--- config.mk ---
export PLATFORM = sky130hd
export DESIGN_NAME = qspi_rom_fetch_ctrl
export DESIGN_NICKNAME = d
export VERILOG_FILES = /design/src/rtl/atari_qspi_pkg.sv /design/src/rtl/qspi_rr_arb2.sv /design/src/rtl/qspi_rom_fetch_ctrl.sv
export SDC_FILE = /design/constraint.sdc
export NUM_CORES = 1
export LEC_CHECK = 0
export ABC_AREA = 1
export BUFFER_PORTS_ARGS = -buffer_cell sky130_fd_sc_hd__buf_2
export CELL_PAD_IN_SITES_DETAIL_PLACEMENT = 0
export CELL_PAD_IN_SITES_GLOBAL_PLACEMENT = 1
export CORE_MARGIN = 3
export CORE_UTILIZATION = 34
export CTS_BUF_LIST = sky130_fd_sc_hd__clkbuf_2
export DETAILED_ROUTE_END_ITERATION = 6
export MAX_ROUTING_LAYER = met4
export PLACE_DENSITY = 0.8
export SLEW_MARGIN = 30
export SYNTH_ARGS = -nofsm -noshare
export SYNTH_HDL_FRONTEND = slang
export SYNTH_SLANG_ARGS = --single-unit
--- constraint.sdc ---
create_clock -name clk -period 1.4 [get_ports clk]
set_clock_uncertainty 0.05 [all_clocks]
set_input_delay 0.21 -clock clk [delete_from_list [all_inputs] [get_ports clk]]
set_output_delay 0.21 -clock clk [all_outputs]
set_load 0.03 [all_outputs]
--- src/rtl/atari_qspi_pkg.sv ---
// atari_qspi_pkg: shared state encoding and frame lengths for the QSPI ROM fetcher
package atari_qspi_pkg;
  typedef enum logic [2:0] {S_IDLE, S_CMD, S_ADDR, S_DUMMY, S_DATA, S_DONE} state_t;
  localparam int CMD_NIBBLES = 2;
  localparam int ADDR_NIBBLES = 6;
  localparam int DATA_NIBBLES = 2;
endpackage

--- src/rtl/qspi_rr_arb2.sv ---
// qspi_rr_arb2: two-way round-robin arbiter; the port not served last wins a tie
module qspi_rr_arb2 (
  input  logic clk,
  input  logic rst_n,
  input  logic req0,
  input  logic req1,
  input  logic en,
  output logic gnt,
  output logic gnt_id
);
  logic last;
  assign gnt = en && (req0 || req1);
  assign gnt_id = (req0 && req1) ? !last : req1;
  // last-served pointer, starting as if port 1 was served so port 0 wins the first tie
  always_ff @(posedge clk or negedge rst_n)
    if (!rst_n) last <= 1'b1;
    else if (gnt) last <= gnt_id;
endmodule

--- src/rtl/qspi_rom_fetch_ctrl.sv ---
// qspi_rom_fetch_ctrl: arbitrated QSPI ROM byte fetcher; define QSPI_LAST_BYTE_CACHE_EN for a one-entry last-byte cache
module qspi_rom_fetch_ctrl
  import atari_qspi_pkg::*;
#(
  parameter int ADDR_W = 12,
  parameter logic [23:0] ROM_BASE = 24'h000000,
  parameter logic [7:0] CMD_BYTE = 8'h0B,
  parameter int DUMMY_CYCLES = 2
) (
  input  logic              clk,
  input  logic              rst_n,
  input  logic              req0,
  input  logic [ADDR_W-1:0] addr0,
  output logic              ack0,
  input  logic              req1,
  input  logic [ADDR_W-1:0] addr1,
  output logic              ack1,
  output logic [7:0]        rdata,
  output logic              busy,
  output logic              qspi_cs_n,
  output logic              qspi_sck,
  output logic [3:0]        qspi_dout,
  output logic [3:0]        qspi_oe,
  input  logic [3:0]        qspi_din
);
  state_t state, state_n;
  logic ph, port, active, last_nib, step, gnt, gnt_id, hit, hit_ack;
  logic [3:0] cnt, hi_q;
  logic [23:0] addr_q, addr_sh;
  logic [7:0] hit_data;
  logic [ADDR_W-1:0] gnt_addr;
  assign gnt_addr = gnt_id ? addr1 : addr0;
  qspi_rr_arb2 u_arb (
    .clk(clk),
    .rst_n(rst_n),
    .req0(req0),
    .req1(req1),
    .en(state == S_IDLE && !hit_ack),
    .gnt(gnt),
    .gnt_id(gnt_id)
  );
  // frame sequencing and pin decode from the state, SCK phase and nibble counter
  always_comb begin
    active = state inside {S_CMD, S_ADDR, S_DUMMY, S_DATA};
    last_nib = state == S_CMD ? cnt == 4'(CMD_NIBBLES - 1)
             : state == S_ADDR ? cnt == 4'(ADDR_NIBBLES - 1)
             : state == S_DUMMY ? cnt == 4'(DUMMY_CYCLES - 1)
             : cnt == 4'(DATA_NIBBLES - 1);
    step = ph && last_nib;
    state_n = state == S_IDLE ? ((gnt && !hit) ? S_CMD : S_IDLE)
            : state == S_DONE ? S_IDLE
            : !step ? state
            : state == S_CMD ? S_ADDR
            : state == S_ADDR ? ((DUMMY_CYCLES == 0) ? S_DATA : S_DUMMY)
            : state == S_DUMMY ? S_DATA
            : S_DONE;
    addr_sh = addr_q << {cnt, 2'b00};
    qspi_cs_n = !active;
    qspi_sck = active && ph;
    qspi_oe = (state == S_CMD || state == S_ADDR) ? 4'hF : 4'h0;
    qspi_dout = state == S_CMD ? (cnt[0] ? CMD_BYTE[3:0] : CMD_BYTE[7:4])
              : state == S_ADDR ? addr_sh[23:20]
              : 4'h0;
    busy = state != S_IDLE;
    ack0 = (state == S_DONE || hit_ack) && !port;
    ack1 = (state == S_DONE || hit_ack) && port;
  end
  // transaction sequencer: state, SCK phase, nibble count, grant latch and read byte assembly
  always_ff @(posedge clk or negedge rst_n)
    if (!rst_n) begin
      state <= S_IDLE;
      ph <= 1'b0;
      cnt <= 4'd0;
      port <= 1'b0;
      addr_q <= 24'h0;
      hi_q <= 4'h0;
      rdata <= 8'h00;
    end else begin
      state <= state_n;
      ph <= active && !ph;
      cnt <= (!active || step) ? 4'd0 : cnt + {3'd0, ph};
      if (gnt) begin
        port <= gnt_id;
        addr_q <= ROM_BASE + 24'(gnt_addr);
      end
      if (gnt && hit) rdata <= hit_data;
      if (state == S_DATA && ph) begin
        if (cnt == 4'd0) hi_q <= qspi_din;
        else rdata <= {hi_q, qspi_din};
      end
    end
`ifdef QSPI_LAST_BYTE_CACHE_EN
  logic c_vld;
  logic [ADDR_W-1:0] c_addr, a_q;
  logic [7:0] c_data;
  assign hit = c_vld && c_addr == gnt_addr;
  assign hit_data = c_data;
  // last-byte cache: one-cycle ack on a hit, refill from each completed fetch
  always_ff @(posedge clk or negedge rst_n)
    if (!rst_n) begin
      c_vld <= 1'b0;
      c_addr <= '0;
      a_q <= '0;
      c_data <= 8'h00;
      hit_ack <= 1'b0;
    end else begin
      hit_ack <= gnt && hit;
      if (gnt) a_q <= gnt_addr;
      if (state == S_DONE) begin
        c_vld <= 1'b1;
        c_addr <= a_q;
        c_data <= rdata;
      end
    end
`else
  assign hit = 1'b0;
  assign hit_ack = 1'b0;
  assign hit_data = 8'h00;
`endif
endmodule

==> metrics <==
FF+latch count, synth 34; failing checks setup timing; Core ar. 4880 um2; clock sinks 34; Worst Path Max Fanout 7; crit path DAT 1.56 ns; GRT overflow 0; peak supply drop 819 uV; CTS root buffer clkbuf_2; DP Worst Slack -0.0624 ns; wire length per cell 13.6 um; RSZ-0062 raised after global routing true; CTS tree yes; io pins 53; top cells by area, synth dfrtp_1, nand2_1, o21ai_0, inv_1, nor2_1; largest net degree at the start of global routing 35; Residual DRC 0; HPWL after DPL 3.19 mm; hold crit path type input pin to flop; yosys warns 0; via count 1778; final setup fails 43; antenna violations before repair 0; worst-margin pin slew 0.492 ns; most frequent cell after synthesis nand2_1; run status finished with violations; Post-DRT Antenna Nets 0; total CTS buffers 5; setup ws final -0.424 ns; diodes inserted 0; initial core utilization 0.362; number of synthesized flops with an enable pin 0; minimum clock period 1.82 ns; drt initial violations 75; width of the die 78.1 um; Synth top cells by count nand2_1, o21ai_0, dfrtp_1; WP data required 1.14 ns; CTS max path bufs 2; Async S/R FF share, synth 1.00; H-tree lvl count 2; final hold vios 0; Slew Limit Fails 0; share of layout cells above drive strength 1 0.500; Worst Hold Slack 0.00561 ns; Synth Net Count 254; Mapped Avg Cell Area 8.02 um2; Worst-Skew Late Latency 0.39 ns; clk slew on worst S/H paths 0.16 ns; area grow syn2layout 62.5%; Core Rows 25; Synth area leader dfrtp_1; leak pwr 0.00141 uW; critical path class flop to primary output; synthesized cell area 1770 um2; Post-Syn Instances 220; sequential fraction of the synthesis area 0.483; global-route wire length before repair 8.39 mm; Worst setup SP type flop; Vias/cell 4.67; vias in the first global route 1805; Rel. slew slack 0.672; total power 6220 uW; f_max 548 MHz; final wirelength 5.19 mm; DR pass1 iterations 4; gp weighted congestion 0.751; die area 6090 um2; PD cells 2170 nW/um2; DP Cell Count 343; share of the synthesized area in the top cell type 0.468; PortBufs 52; Die Ht 78.1 um; final net count 348; R2R Setup Slk -0.25 ns; global-route usage over all layers 0.180; Tcrit/Tclk final 1.30; Unique masters post-synth 25; Setup crit end kind primary output; Most used DFF post-synth dfrtp_1; max-cap viol count 0; Layout Cells excl Fill 381
[kinds of logic after synthesis]
| logic type | count (synthesis) | share of synthesized area |
|---|---|---|
| AND/OR/NAND/NOR | 93 | 0.241 |
| XOR/XNOR | 2 | 0.00992 |
| adder cells (fa/ha/maj) | 2 | 0.0142 |
| flip-flops | 34 | 0.483 |
| AO/OA/AOI/OAI | 48 | 0.141 |
| buffers and inverters | 41 | 0.111 |
[cell type report]
type,instances,area [um2]
inverter,31,124
tap,67,83.8
clock buffer,7,35.0
multi-input combinational,146,970
fill,437,2010
sequential,34,856
timing repair buffer,96,801
[worst max-delay path: stages, from the launching register on]
cell	delay [ns]
dfrtp_2	0.46
buf_6	0.13
buf_6	0.10
nand4_1	0.19
nand2_1	0.15
buf_6	0.14
[power breakdown]
part           switching [uW]  leakage (uW)  internal, uW  total [uW]
Sequential                303      0.000411          1390        1690
Combinational            2180      0.000971          1880        4070
Clock                     324     0.0000291           130         454
Total                    2810       0.00141          3410        6220
[sequential cells by signal (all words and copies together), names as in the netlist, named ones only]
name / flops
hi_q: 4
port: 1
ph: 1
cnt: 4
rdata: 8
state: 2
addr_q: 12
u_arb.last: 1
[per-stage QoR]
step,TNS [ns],util,instance area [um2]
after floorplan,-0.0836,-,1800
after global placement,-0.373,0.447,2180
after detailed placement,-0.481,0.447,2180
after CTS,-6.61,0.539,2630
after global routing,-12.59,0.588,2870
final,-9.35,0.588,2870
[worst paths after layout]
path	from	to	cells after the start
worst max-delay path	cnt[0]	qspi_dout[3]	5
worst min-delay path	qspi_din[3]	hi_q[3]	3
worst max register to register	state[1]	addr_q[11]	8
worst min register to register	u_arb.last	u_arb.last	2
max in group asynchronous	rst_n	u_arb.last	3
min in group asynchronous	rst_n	async pin	3
[per-layer routing]
layer	vias to the layer above	routed length, um	track usage
met3	7	191	0.0401
met5	-	0	-
met1	834	2280	0.221
met4	0	82	0.0559
li1	902	-	-
met2	35	2640	0.299
[what timing repair did]
| action | 4_1_cts | 5_1_grt |
|---|---|---|
| hold buffers | 2 | 2 |
| gates cloned | 1 | 1 |
| pin swaps | 15 | 17 |
| endpoints found under the setup margin | 27 | 46 |
| setup buffers | 21 | 9 |
| gates resized for setup | 78 | 48 |
| hold endpoints to repair | 35 | 2 |
[layout by cell type, fill, tap and decap left out, types with 4 or more instances in the layout]
master | synthesis | layout
inv_2 | 1 | 5
nand2_4 | 0 | 4
nand3_1 | 11 | 7
o21ai_0 | 35 | 18
clkbuf_2 | 0 | 7
buf_4 | 3 | 20
buf_6 | 4 | 28
nor2_4 | 2 | 6
buf_2 | 1 | 39
inv_1 | 30 | 23
nand2_2 | 1 | 10
o21ai_1 | 5 | 12
nand2_1 | 48 | 35
o21ai_2 | 0 | 8
o22ai_1 | 7 | 5
nor2_1 | 25 | 19
dfrtp_1 | 33 | 30
dlygate4sd3_1 | 0 | 4
No activity file was read; power rests on OpenSTA's default activity.
